### src/rtl/mem_port_arbiter_pkg.sv
// Shared definitions for the instruction/data memory port arbiter.
package mem_port_arbiter_pkg;

    localparam int unsigned WordLenDefault = 32;

    typedef enum logic [1:0] {
        StIdle    = 2'd0,
        StMemBusy = 2'd1,
        StIfBusy  = 2'd2,
        StIfDrop  = 2'd3
    } arb_state_e;

endpackage

### src/rtl/mem_port_arbiter_fetch_buffer.sv
// One-entry fetch buffer: holds a fetch that completed while the front end was frozen.
module mem_port_arbiter_fetch_buffer
    import mem_port_arbiter_pkg::*;
#(
    parameter int unsigned WORD_LEN = WordLenDefault
) (
    input  logic                clk,
    input  logic                rst,
    input  logic                capture,
    input  logic [WORD_LEN-1:0] capture_addr,
    input  logic [WORD_LEN-1:0] capture_data,
    input  logic                invalidate,
    input  logic [WORD_LEN-1:0] lookup_addr,
    output logic                hit,
    output logic [WORD_LEN-1:0] rdata
);

    logic                valid_q;
    logic [WORD_LEN-1:0] addr_q;
    logic [WORD_LEN-1:0] data_q;

    always_ff @(posedge clk) begin
        if (!rst) begin
            valid_q <= 1'b0;
            addr_q  <= '0;
            data_q  <= '0;
        end else if (capture) begin
            valid_q <= 1'b1;
            addr_q  <= capture_addr;
            data_q  <= capture_data;
        end else if (invalidate) begin
            valid_q <= 1'b0;
        end
    end

    assign hit   = valid_q && (addr_q == lookup_addr);
    assign rdata = data_q;

endmodule

### src/rtl/mem_port_arbiter.sv
// Arbitrates the single memory bus between fetch (IF) and load/store (MEM), MEM first,
// and generates the pipeline freeze signals while an access is outstanding.
module mem_port_arbiter
    import mem_port_arbiter_pkg::*;
#(
    parameter int unsigned WORD_LEN = WordLenDefault
) (
    input  logic                clk,
    input  logic                rst,
    input  logic                if_req,
    input  logic [WORD_LEN-1:0] if_addr,
    input  logic                if_flush,
    output logic [WORD_LEN-1:0] if_rdata,
    output logic                if_ready,
    input  logic                mem_r_en,
    input  logic                mem_w_en,
    input  logic [WORD_LEN-1:0] mem_addr,
    input  logic [WORD_LEN-1:0] mem_wdata,
    output logic [WORD_LEN-1:0] mem_rdata,
    output logic                mem_ready,
    output logic                freeze_mem,
    output logic                freeze_if,
    output logic                bus_req,
    output logic                bus_we,
    output logic [WORD_LEN-1:0] bus_addr,
    output logic [WORD_LEN-1:0] bus_wdata,
    input  logic [WORD_LEN-1:0] bus_rdata,
    input  logic                bus_ack
);

    arb_state_e          state_q, state_d;
    logic                bus_req_q, bus_req_d;
    logic                bus_we_q, bus_we_d;
    logic [WORD_LEN-1:0] bus_addr_q, bus_addr_d;
    logic [WORD_LEN-1:0] bus_wdata_q, bus_wdata_d;

    logic                mem_req;
    logic                ack_mem;
    logic                ack_if;
    logic                buf_hit;
    logic                buf_take;
    logic                buf_capture;
    logic                buf_invalidate;
    logic [WORD_LEN-1:0] buf_rdata;

    mem_port_arbiter_fetch_buffer #(
        .WORD_LEN(WORD_LEN)
    ) u_fetch_buffer (
        .clk          (clk),
        .rst          (rst),
        .capture      (buf_capture),
        .capture_addr (bus_addr_q),
        .capture_data (bus_rdata),
        .invalidate   (buf_invalidate),
        .lookup_addr  (if_addr),
        .hit          (buf_hit),
        .rdata        (buf_rdata)
    );

    always_comb begin
        mem_req    = mem_r_en | mem_w_en;
        ack_mem    = (state_q == StMemBusy) && bus_ack;
        // A flush coinciding with the fetch ack makes that data stale as well.
        ack_if     = (state_q == StIfBusy) && bus_ack && !if_flush;
        freeze_mem = mem_req && !ack_mem;
        buf_take   = if_req && buf_hit && !freeze_mem && !if_flush && !ack_if;
        if_ready   = (ack_if && !freeze_mem) || buf_take;
        if_rdata   = ack_if ? bus_rdata : buf_rdata;
        freeze_if  = freeze_mem || (if_req && !if_ready);
        mem_ready  = ack_mem;
        mem_rdata  = bus_rdata;

        buf_capture    = ack_if && freeze_mem;
        // Entry dies when consumed, flushed, or the front end moves on to another address.
        buf_invalidate = if_flush || buf_take || (!freeze_if && !buf_hit);
    end

    always_comb begin
        state_d     = state_q;
        bus_req_d   = bus_req_q;
        bus_we_d    = bus_we_q;
        bus_addr_d  = bus_addr_q;
        bus_wdata_d = bus_wdata_q;
        unique case (state_q)
            StIdle: begin
                if (mem_req) begin
                    state_d     = StMemBusy;
                    bus_req_d   = 1'b1;
                    bus_we_d    = mem_w_en;
                    bus_addr_d  = mem_addr;
                    bus_wdata_d = mem_wdata;
                end else if (if_req && !buf_hit && !if_flush) begin
                    state_d    = StIfBusy;
                    bus_req_d  = 1'b1;
                    bus_we_d   = 1'b0;
                    bus_addr_d = if_addr;
                end
            end
            StMemBusy, StIfDrop: begin
                if (bus_ack) begin
                    state_d   = StIdle;
                    bus_req_d = 1'b0;
                end
            end
            StIfBusy: begin
                if (bus_ack) begin
                    state_d   = StIdle;
                    bus_req_d = 1'b0;
                end else if (if_flush) begin
                    state_d = StIfDrop;
                end
            end
            default: state_d = StIdle;
        endcase
    end

    always_ff @(posedge clk) begin
        if (!rst) begin
            state_q     <= StIdle;
            bus_req_q   <= 1'b0;
            bus_we_q    <= 1'b0;
            bus_addr_q  <= '0;
            bus_wdata_q <= '0;
        end else begin
            state_q     <= state_d;
            bus_req_q   <= bus_req_d;
            bus_we_q    <= bus_we_d;
            bus_addr_q  <= bus_addr_d;
            bus_wdata_q <= bus_wdata_d;
        end
    end

    assign bus_req   = bus_req_q;
    assign bus_we    = bus_we_q;
    assign bus_addr  = bus_addr_q;
    assign bus_wdata = bus_wdata_q;

endmodule

### config.mk
export PLATFORM = sky130hd
export DESIGN_NAME = mem_port_arbiter
export DESIGN_NICKNAME = d
export VERILOG_FILES = /design/src/rtl/mem_port_arbiter_pkg.sv /design/src/rtl/mem_port_arbiter_fetch_buffer.sv /design/src/rtl/mem_port_arbiter.sv
export SDC_FILE = /design/constraint.sdc
export NUM_CORES = 1
export LEC_CHECK = 0
export BUFFER_PORTS_ARGS = -buffer_cell sky130_fd_sc_hd__buf_2
export CAP_MARGIN = 10
export CORE_ASPECT_RATIO = 0.8
export CORE_MARGIN = 2
export CORE_UTILIZATION = 40
export DETAILED_ROUTE_END_ITERATION = 7
export PLACE_DENSITY = 0.69
export SYNTH_ARGS = -nofsm -noshare
export SYNTH_HDL_FRONTEND = slang
export SYNTH_SLANG_ARGS = --single-unit
### constraint.sdc
create_clock -name clk -period 2.7 [get_ports clk]
set_input_delay 0.135 -clock clk [delete_from_list [all_inputs] [get_ports clk]]
set_output_delay 0.135 -clock clk [all_outputs]
set_load 0.01 [all_outputs]
== Yosys cells after proc, flatten, opt, wreduce, memory -nomap -nowiden ==
Cells that the tools add are included.
W data, S select, Z words.

* Bitwise gates (word level): 1
* Eq/ne operators: 8
* Mux-type cells: 17
* Reduce and logical (&&, ||, !) cells: 35

{| class="wikitable"
|+ Operators with widths
! kind !! number
|-
| $mux W32 || 3
|-
| $eq A32 B32 Y1 || 1
|-
| $logic_and A1 B1 Y1 || 15
|-
| $mux W2 || 5
|-
| $logic_not A1 Y1 || 7
|-
| $mux W1 || 7
|-
| $ne A3 B3 Y1 const B || 2
|-
| $pmux W2 S3 || 1
|-
| $reduce_and A2 Y1 || 3
|-
| $eq A2 B2 Y1 const B || 2
|-
| $logic_or A1 B1 Y1 || 4
|-
| $reduce_bool A2 Y1 || 2
|-
| $reduce_and A3 Y1 || 1
|-
| $reduce_or A3 Y1 || 1
|-
| $eq A2 B1 Y1 const B || 1
|-
| $logic_not A2 Y1 || 1
|-
| $ne A2 B1 Y1 const B || 1
|-
| $ne A2 B2 Y1 const B || 1
|-
| $pmux W1 S2 || 1
|-
| $reduce_or A2 Y1 || 1
|-
| $or A1 B1 Y1 || 1
|}

* Register bits: 133
* Output and inout port bits: 134
* Bits of input ports: 135

== Logic depth before layout (Yosys ltp) ==
Gate-level depths: netlist (run 1).

* Depth after elaboration: 17
* Mapped depth: 8
* Mapped depth without buffers: 7

== By module ==
Synthesis (run 1) repeated with hierarchy kept, for this count alone.

* Cell total of the unflattened synthesis: 656
* Area, all modules: 6681.4 sq um

{| class="wikitable"
|+ By module, submodules not included
! module !! area an instance (sq um) !! sequential area each (sq um) !! instances !! cells each
|-
| mem_port_arbiter || 3887.5 || 1361.3 || 1 || 403
|-
| mem_port_arbiter_fetch_buffer || 2793.9 || 1301.2 || 1 || 253
|}

== Worst setup path after synthesis (run 1) ==
OpenSTA, ideal clock, no wires.

* Kind: reg-to-reg
* Start: register u_fetch_buffer.addr_q[11]
* End: register bus_addr_q[10] (netlist: bus_addr[10])
* Slack: 911 ps
* Cell stages (with the launch flop): 9
* Arrival time: 1671 ps
* Library setup time: 119 ps
* Cell sequence: dfxtp_1 > xnor2_1 > nand4_1 > nor4b_2 > nand4_1 > and3_1 > buf_6 > buf_8 > o221a_1

* Word-level cells in the longest chain between the ends: 7

{| class="wikitable"
|+ RTL lines
! item !! RTL line !! source
|-
| start: declaration || mem_port_arbiter_fetch_buffer.sv:19 || <nowiki>logic [WORD_LEN-1:0] addr_q;</nowiki>
|-
| start signal: assignment || mem_port_arbiter_fetch_buffer.sv:29 || <nowiki>addr_q <= capture_addr;</nowiki>
|-
| $eq A32 B32 Y1 || mem_port_arbiter_fetch_buffer.sv:36 || <nowiki>assign hit = valid_q && (addr_q == lookup_addr);</nowiki>
|-
| $logic_and A1 B1 Y1 || mem_port_arbiter_fetch_buffer.sv:36 ||
|-
| $logic_not A1 Y1 || mem_port_arbiter.sv:92 || <nowiki>end else if (if_req && !buf_hit && !if_flush) begin</nowiki>
|-
| $logic_and A1 B1 Y1 (2 in a row) || mem_port_arbiter.sv:92 ||
|-
| $reduce_bool A2 Y1 (no source line) || - ||
|-
| $reduce_and A2 Y1 (no source line) || - ||
|-
| end signal: assignment || mem_port_arbiter.sv:128 || <nowiki>bus_addr_q <= bus_addr_d;</nowiki>
|-
| end: declaration || mem_port_arbiter.sv:34 || <nowiki>logic [WORD_LEN-1:0] bus_addr_q, bus_addr_d;</nowiki>
|}

Every way passes these cells.
A chain may end at the register's enable or synchronous reset.

== Final worst setup path (run 1) ==
* Start: input port if_addr[20]
* End: output port freeze_if

* Word-level cells in the longest chain between the ends: 10

{| class="wikitable"
|+ RTL lines
! item !! RTL line !! source
|-
| start: declaration || mem_port_arbiter.sv:11 || <nowiki>input logic [WORD_LEN-1:0] if_addr,</nowiki>
|-
| $eq A32 B32 Y1 || mem_port_arbiter_fetch_buffer.sv:36 ||
|-
| $logic_and A1 B1 Y1 || mem_port_arbiter_fetch_buffer.sv:36 ||
|-
| $logic_and A1 B1 Y1 (4 in a row) || mem_port_arbiter.sv:66 || <nowiki>buf_take = if_req && buf_hit && !freeze_mem && !if_flush && !ack_if;</nowiki>
|-
| $logic_or A1 B1 Y1 || mem_port_arbiter.sv:67 || <nowiki>if_ready = (ack_if && !freeze_mem) || buf_take;</nowiki>
|-
| $logic_not A1 Y1 || mem_port_arbiter.sv:69 || <nowiki>freeze_if = freeze_mem || (if_req && !if_ready);</nowiki>
|-
| $logic_and A1 B1 Y1 || mem_port_arbiter.sv:69 ||
|-
| $logic_or A1 B1 Y1 || mem_port_arbiter.sv:69 ||
|-
| end: declaration || mem_port_arbiter.sv:22 || <nowiki>output logic freeze_if,</nowiki>
|}

Every way passes these cells.

==> flow_summary.yaml, run 1 <==
run_status:
  run_status: "finished, final reports clean"
global_routing:
  grt_busiest_layer: "met2"
  grt_max_degree: 84
  overflow: 0
  grt_antenna_before_repair: 0
  grt.met3_usage: 0.0621
  met1_usage: 0.278
  first_global_vias: 5583
  grt_usage: 0.220
  grt_pass1_wl_microns: 28200
  met2_usage: 0.359
clock_network:
  clk_pin_slew_worst_paths_ns: 0.06
  clkSinkCount: 133
  postCtsSetupBuffers: 0
  insertion_delay_ns: 0.42
  numCtsBuffers: 17
  cts-root-to-sink-buffers: 2
  htreeDepth: 4
  cts-root-buf: "clkbuf_16"
  cts_tree: "built"
timing:
  finalCriticalPeriod_ns: 2.48
  clock.fmax_mhz: 403
  fin_setup_tns_ns: 0
  worst_clock_skew_ns: 0.00491
  slew_headroom: 0.295
  setup_viol: 0
  finalMaxSlewViolations: 0
  period_share: 0.920
  whs_ns: 0.0143
  hold_violations: 0
  rsz0062_at_grt: "false"
  tightest_slew_ns: 1.05
  setup_slack_ns: 0.216
routing:
  drc: 0
  ant_nets: 0
  first_iter_violations: 324
  wl_per_cell_microns: 15.3
  dr.pass1.iters: 4
  avgViaCountPerCell: 4.84
  routed_wl_microns: 18400
  dr_total_vias: 5802
place:
  gp_congestion: 0.748
  port_buffers: 268
  placed_area_sq_um: 7440
  dpl_worst_slack_ns: 0.540
  dpl.hpwl_microns: 12000
cells_and_area:
  utilization: 0.583
  antenna_cells: 0
  fin_area_sq_um: 8780
  final_nets: 1112
  syn_to_final_growth_pct: 42.1
  drive_gt1_frac: 0.355
flow_run:
  max_cap_violations: 0
synth:
  netlist_area_sq_um: 6180
  ys_seq_elements: 133
  yosys-top-cells-area: "dfxtp_1 43%, nand2_1 12%, a21boi_0 6.0%"
  yosys_warnings: 0
  ys_types: 40
  syn-mean-instance-area_sq_um: 9.00
  netlist_instances: 687
  synthArstFlopShare: 0
  netlist.area_leader.share: 0.431
  synth_edf_count: 0
  seq_area_frac_synth: 0.431
  synth_largest_area_cell: "dfxtp_1"
  synth_ff_type: "dfxtp_1"
  syn-num-nets: 822
setup_path:
  start_kind: "input pin"
  crit_arrival_ns: 2.35
  crit_buf_inv: 3
  worstPathMaxFanout: 3
  critical_path_class: "input pin to output pin"
  critPathTopFamily: "buffers and inverters"
  crit_path_max_incr_delay_ns: 0.54
  slowest_stage: "dlygate4sd3_1"
  crit_top_cell: "buf_2"
  critPathRequiredTime_ns: 2.57
  crit_path_end_kind: "output pin"
  crit_chain: "dlygate4sd3_1, buf_2, xnor2_1, nand4_1, nor3_1, nand3_1, a211oi_2, o21ai_0, buf_2"
die:
  die_x_microns: 143
  coreArea_sq_um: 15100
  die_h_microns: 115
  num_io_pins: 269
  start_util: 0.410
  placementRows: 40
  fp.dieArea_sq_um: 16500
min_path:
  min_path_type: "input pin to flop"
power_and_ir_drop:
  p_per_area_nw_per_um2: 589
  power_leakage_nw: 3.75
  ir_drop_mv: 0.449
[synth_stat cells, drive strengths merged, types with 2 or more instances]
cell / n
dfxtp: 133
nor3: 3
o21a: 34
buf: 48
nand3: 3
xor2: 2
nand2b: 4
nor4: 4
nor2b: 2
nand2: 198
o221a: 32
nor2: 3
mux2: 32
o21ai: 6
and2: 2
xnor2: 30
a21boi: 97
clkbuf: 32
nand4: 10
[final cells by class]
class | count | area (sq um)
Tap cell | 210 | 263
Sequential cell | 133 | 2660
Clock buffer | 26 | 539
Inverter | 1 | 3.75
Fill cell | 1312 | 6280
Timing Repair Buffer | 351 | 2170
Multi-Input combinational cell | 473 | 3080
Clock inverter | 6 | 63.8
[routing by layer]
layer | up-vias | routed length, microns | share of wire
met5 | - | 0 | 0
met4 | 0 | 359 | 0.020
met3 | 28 | 1390 | 0.076
met2 | 220 | 8490 | 0.46
met1 | 2644 | 8130 | 0.44
li1 | 2910 | - | -
[final timing paths]
check                                                             from                              endpoint  slack [ns]  cells after the start
worst max-delay path                                       if_addr[20]                             freeze_if        0.22                      9
worst min-delay path                                       if_addr[28]             bus_addr[28]$_SDFFE_PN0P_        0.01                      2
worst max register to register  u_fetch_buffer.addr_q[21]$_SDFFE_PN0P_              bus_addr[1]$_SDFFE_PN0P_        0.56                      7
worst min register to register    u_fetch_buffer.rdata[0]$_SDFFE_PN0P_  u_fetch_buffer.rdata[0]$_SDFFE_PN0P_        0.45                      2
[metrics by stage]
step | power, mW | instances
floorplan | 2.54 | 687
global placement | 2.83 | 1095
detailed placement | 2.83 | 1095
CTS | 5.22 | 1200
global route | 5.39 | 1200
finish | 5.17 | 1200
[placed cells by master (no fill, tap or decap), types with 2 or more instances in the layout]
cell,Yosys,layout
buf_2,12,267
nand2_1,198,197
dfxtp_1,133,133
dlygate4sd3_1,0,73
a21boi_0,49,49
a21boi_1,48,48
o21a_1,34,34
mux2_2,32,32
o221a_1,32,32
xnor2_1,30,30
clkbuf_16,0,17
nand4_1,10,10
buf_4,32,9
clkbuf_8,0,8
o21ai_0,5,5
nand2b_1,4,4
nand3_1,3,3
nor2b_1,2,2
nor4_1,3,2
xor2_1,2,2
nor2_1,2,2
nor4_2,1,2
clkinvlp_4,0,2
clkinv_2,0,2
buf_12,0,2
[sequential cells by signal (all words and copies together), names as in the netlist]
signal,cells
bus_req,1
u_fetch_buffer.addr_q,32
bus_wdata,32
bus_we,1
u_fetch_buffer.rdata,32
u_fetch_buffer.valid_q,1
bus_addr,32
state_q,2
[logic make-up (layout without fill, tap and decap cells)]
family	count (synthesis)	count (layout)	synth area share
simple gates	234	234	0.159
xor+xnor	32	32	0.0453
buf+inv	81	384	0.0777
compound gates	175	175	0.229
flops	133	133	0.431
mux	32	32	0.0583
[power by group]
part | switching (mW) | total, mW | internal (mW)
clock network | 0.832 | 2.29 | 1.46
registers | 0.0730 | 2.13 | 2.06
logic | 0.377 | 0.743 | 0.367
[repair_timing]
action,CTS,global route
hold buffers,73,0
endpoints found under the setup margin,0,2
endpoints found under the hold margin,73,0
gates resized for setup,0,1
No activity file was read; power rests on OpenSTA's default activity.
==> inputs of run 2 (changes only) <==
--- a/config.mk
+++ b/config.mk
@@ -7,11 +7,13 @@
 export LEC_CHECK = 0
 export BUFFER_PORTS_ARGS = -buffer_cell sky130_fd_sc_hd__buf_2
 export CAP_MARGIN = 10
+export CELL_PAD_IN_SITES_DETAIL_PLACEMENT = 1
+export CELL_PAD_IN_SITES_GLOBAL_PLACEMENT = 1
 export CORE_ASPECT_RATIO = 0.8
 export CORE_MARGIN = 2
-export CORE_UTILIZATION = 40
+export CORE_UTILIZATION = 37
 export DETAILED_ROUTE_END_ITERATION = 7
-export PLACE_DENSITY = 0.69
+export PLACE_DENSITY_LB_ADDON = 0.1
 export SYNTH_ARGS = -nofsm -noshare
 export SYNTH_HDL_FRONTEND = slang
 export SYNTH_SLANG_ARGS = --single-unit
==> flow_summary.yaml, run 2 (same netlist as run 1, synthesis figures left out) <==
power_and_ir_drop:
  power.internal_mw: 4.05
  p_seq_frac: 0.395
  power_mw: 5.41
  power_leakage_nw: 3.77
  switching_share: 0.251
  power_switching_mw: 1.36
  p_per_area_nw_per_um2: 613
  ir_drop_mv: 0.403
  pwr-share-comb: 0.141
  p_clk_frac: 0.465
timing:
  tightest_slew_ns: 1.01
  period_share: 0.954
  worst_clock_skew_ns: 0.0115
  finalMaxSlewViolations: 0
  whs_ns: 0.0100
  hold_violations: 0
  slew_headroom: 0.324
  setup_viol: 0
  clock.fmax_mhz: 388
  finalCriticalPeriod_ns: 2.58
routing:
  top_layer_used: "met4"
  drc: 0
  wl_per_cell_microns: 17.5
  dr.pass1.iters: 4
  avgViaCountPerCell: 4.97
  routed_wl_microns: 21200
  met2_length_microns: 10100
  wl_met3_microns: 1330
  dr_total_vias: 6008
  ant_nets: 0
  first_iter_violations: 151
  wl_met1_microns: 9340
setup_path:
  worstPathMaxFanout: 3
  crit_path_end_kind: "output pin"
  critical_path_class: "flop to output pin"
  start_kind: "flop"
  critPathRequiredTime_ns: 2.57
  crit_arrival_ns: 2.44
global_routing:
  first_global_vias: 6354
  grt_usage: 0.238
  grt_antenna_before_repair: 2
  overflow: 0
  grt_max_degree: 86
  grt_pass1_wl_microns: 33400
cells_and_area:
  final_nets: 1110
  drive_gt1_frac: 0.363
  register_area_sq_um: 2660
  multi_input_area_sq_um: 3100
  layout_commonest_cell: "buf_2"
  utilization: 0.536
  syn_to_final_growth_pct: 42.7
  mostFrequentLayoutCells: "267 x buf_2, 197 x nand2_1, 133 x dfxtp_1, 67 x dlygate4sd3_1, 49 x a21boi_0"
  num-fill-cells: 1929
run_status:
  run_status: "finished, final reports clean"
die:
  die_x_microns: 149
  num_io_pins: 269
  die_h_microns: 120
  start_util: 0.376
  coreArea_sq_um: 16400
  fp.dieArea_sq_um: 17800
  placementRows: 42
place:
  gp_congestion: 0.800
  dpl.hpwl_microns: 14400
  port_buffers: 268
clock_network:
  cts_tree: "built"
  clk_pin_slew_worst_paths_ns: 0.06
  htreeDepth: 4
  numCtsBuffers: 17
  insertion_delay_ns: 0.42
  clkSinkCount: 133
  cts-root-to-sink-buffers: 2
  cts-root-buf: "clkbuf_16"
min_path:
  min_path_type: "input pin to flop"
flow_run:
  max_cap_violations: 0
run 2: metal layers:
| layer | vias up | GRT usage |
|---|---|---|
| li1 | 2909 | - |
| met1 | 2881 | 0.299 |
| met2 | 187 | 0.397 |
| met3 | 31 | 0.0608 |
| met4 | 0 | 0.0827 |
| met5 | - | 0 |
run 2: layout make-up:
cell class / count / share of cell area
multi-input combinational: 473 / 0.352
antenna: 2 / 0.000567
clock buffer: 21 / 0.0533
tap: 220 / 0.0312
clock inverter: 11 / 0.0196
sequential: 133 / 0.302
timing repair buffer: 349 / 0.242
inverter: 1 / 0.000425
run 2: worst max-delay path: stages (launching register included):
cell and delay, ns:
dfxtp_1 0.33, xnor2_2 0.32, nand4_1 0.25, nor3_2 0.31
nand3_1 0.18, a211oi_2 0.32, o21ai_0 0.14, buf_2 0.16
run 2: final timing paths:
check	to	start	slack [ns]	depth (start not counted)
min	bus_addr[14]$_SDFFE_PN0P_	if_addr[14]	0.01	2
max	freeze_if	u_fetch_buffer.addr_q[18]$_SDFFE_PN0P_	0.12	7
max reg2reg	bus_addr[29]$_SDFFE_PN0P_	u_fetch_buffer.addr_q[16]$_SDFFE_PN0P_	0.22	8
min reg2reg	u_fetch_buffer.rdata[14]$_SDFFE_PN0P_	u_fetch_buffer.rdata[14]$_SDFFE_PN0P_	0.45	2
run 2: what timing repair did:
| action | 4_1_cts | 5_1_grt |
|---|---|---|
| hold buffers | 66 | 1 |
| buffers inserted | 0 | 1 |
| resized for setup | 3 | 2 |
| endpoints found under the setup margin | 2 | 2 |
| endpoints found under the hold margin | 66 | 1 |
| pin swaps | 0 | 1 |
run 2: power groups by stage:
stage	registers [mW]	clock network (mW)	logic, mW
finish	2.13	2.51	0.761
global route	2.15	2.66	0.830
CTS	2.13	2.57	0.757
detailed placement	2.17	0	0.676
global placement	2.17	0	0.656
floorplan	2.20	0	0.340
run 2: through the flow:
stage	worst slack, ns	setup TNS, ns	area (sq um)	instances
after floorplan	0.911	0	6180	687
after global placement	0.288	0	7470	1108
after detailed placement	0.256	0	7470	1108
after CTS	0.0822	0	8790	1206
after global routing	-0.0304	-0.0304	8820	1208
final	0.124	0	8820	1210
==> inputs of run 3 (changes only) <==
--- a/config.mk
+++ b/config.mk
@@ -11,7 +11,7 @@
 export CELL_PAD_IN_SITES_GLOBAL_PLACEMENT = 1
 export CORE_ASPECT_RATIO = 0.8
 export CORE_MARGIN = 2
-export CORE_UTILIZATION = 37
+export CORE_UTILIZATION = 34
 export DETAILED_ROUTE_END_ITERATION = 7
 export PLACE_DENSITY_LB_ADDON = 0.1
 export SYNTH_ARGS = -nofsm -noshare
==> constraint.sdc (replaced) <==
create_clock -name clk -period 2.63 [get_ports clk]
set_input_delay 0.1315 -clock clk [delete_from_list [all_inputs] [get_ports clk]]
set_output_delay 0.1315 -clock clk [all_outputs]
set_load 0.01 [all_outputs]
==> flow_summary.yaml, run 3 (same netlist as run 1, synthesis figures left out) <==
routing:
  drc: 0
  routed_wl_microns: 21200
  dr.pass1.iters: 4
  first_iter_violations: 196
  wl_per_cell_microns: 17.2
  ant_nets: 0
  dr_total_vias: 6022
  avgViaCountPerCell: 4.89
cells_and_area:
  multi_input_area_sq_um: 3130
  instances_no_fill: 1232
  register_area_sq_um: 2660
  mostFrequentLayoutCells: "267 x buf_2, 197 x nand2_1, 133 x dfxtp_1, 79 x dlygate4sd3_1, 49 x a21boi_0"
  final_nets: 1124
  layout_commonest_cell: "buf_2"
  num-fill-cells: 2125
  drive_gt1_frac: 0.363
  syn_to_final_growth_pct: 45.3
timing:
  finalCriticalPeriod_ns: 2.50
  worst_clock_skew_ns: 0.00964
  tightest_slew_ns: 1.09
  finalMaxSlewViolations: 0
  setup_slack_ns: 0.132
  slew_headroom: 0.273
  period_share: 0.950
  clock.fmax_mhz: 400
  hold_violations: 0
  fin_setup_tns_ns: 0
  setup_viol: 0
  whs_ns: 0.0180
clock_network:
  cts_tree: "built"
  htreeDepth: 4
  clkSinkCount: 133
  cts-root-buf: "clkbuf_16"
  numCtsBuffers: 17
  clk_pin_slew_worst_paths_ns: 0.06
  cts-root-to-sink-buffers: 2
  insertion_delay_ns: 0.42
flow_run:
  max_cap_violations: 0
setup_path:
  slowest_stage: "dlygate4sd3_1"
  worstPathMaxFanout: 3
  start_kind: "input pin"
  critical_path_class: "input pin to output pin"
  crit_buf_inv: 3
  critPathTopFamily: "buffers and inverters"
  crit_chain: "dlygate4sd3_1, buf_2, xnor2_2, nand4_1, nor3_4, nand3_2, a211oi_4, o21ai_0, buf_2"
  crit_path_end_kind: "output pin"
  crit_top_cell: "buf_2"
  crit_arrival_ns: 2.37
  critPathRequiredTime_ns: 2.50
  crit_path_max_incr_delay_ns: 0.55
die:
  start_util: 0.343
  coreArea_sq_um: 18000
  num_io_pins: 269
  die_h_microns: 125
  die_x_microns: 155
  placementRows: 44
  fp.dieArea_sq_um: 19300
place:
  dpl.hpwl_microns: 14700
  gp_congestion: 0.794
  dp.cells: 1119
  dpl_worst_slack_ns: 0.109
  port_buffers: 268
global_routing:
  grt_pass1_wl_microns: 33700
  grt_max_degree: 58
  overflow: 0
  first_global_vias: 6479
  grt_usage: 0.221
  grt_antenna_before_repair: 2
power_and_ir_drop:
  power_mw: 5.43
  p_per_area_nw_per_um2: 605
  ir_drop_mv: 0.374
  power_leakage_nw: 3.83
min_path:
  min_path_type: "input pin to flop"
run_status:
  run_status: "finished, final reports clean"
==> run 3: changes by cell type in the layout (fill, tap and decap cells not counted), moves of 2 or more <==
cell / before / now
buf_12: 1 / 3
dlygate4sd3_1: 67 / 79
clkinvlp_4: 1 / 3
clkbuf_8: 3 / 0
clkinv_4: 3 / 5
==> run 3: stage by stage <==
step,instance area [sq um],utilization
6_report,8980,0.499
5_1_grt,8980,0.499
4_1_cts,8930,0.496
3_5_place_dp,7510,0.417
3_3_place_gp,7510,0.417
2_1_floorplan,6180,-
==> run 3: report_power, final <==
group          switching, mW  internal, mW
combinational          0.405         0.392
sequential            0.0754          2.12
clock                  0.948          1.50
==> run 3: per-layer routing <==
| metal | vias up | global-route usage | share of wire |
|---|---|---|---|
| met5 | - | 0 | 0.00033 |
| met4 | 2 | 0.0572 | 0.011 |
| met3 | 27 | 0.0651 | 0.062 |
| met2 | 174 | 0.376 | 0.48 |
| met1 | 2887 | 0.273 | 0.45 |
| li1 | 2932 | - | - |
==> run 3: layout make-up <==
type | instances | area share
diodes | 1 | 0.000279
repair buffers | 363 | 0.255
flip-flops and latches | 133 | 0.296
multi-input cells | 473 | 0.348
clock inverters | 14 | 0.0199
well taps | 230 | 0.0320
inverters | 1 | 0.000418
clock buffers | 17 | 0.0474
==> run 3: final timing paths <==
path                                                              from                                   end  slack (ns)  cells past startpoint
worst max-delay path                                       if_addr[18]                             freeze_if        0.13                      9
worst min-delay path                                       if_addr[24]             bus_addr[24]$_SDFFE_PN0P_        0.02                      2
worst max register to register  u_fetch_buffer.addr_q[16]$_SDFFE_PN0P_             bus_addr[27]$_SDFFE_PN0P_        0.13                      8
worst min register to register    u_fetch_buffer.rdata[3]$_SDFFE_PN0P_  u_fetch_buffer.rdata[3]$_SDFFE_PN0P_        0.45                      2
==> run 3: timing repair <==
action	CTS	global route
setup endpoints to repair	2	2
gates resized for setup	4	5
pin swaps	1	6
gates cloned	0	0
hold buffers	79	0
endpoints found under the hold margin	79	0
buffers inserted	0	2
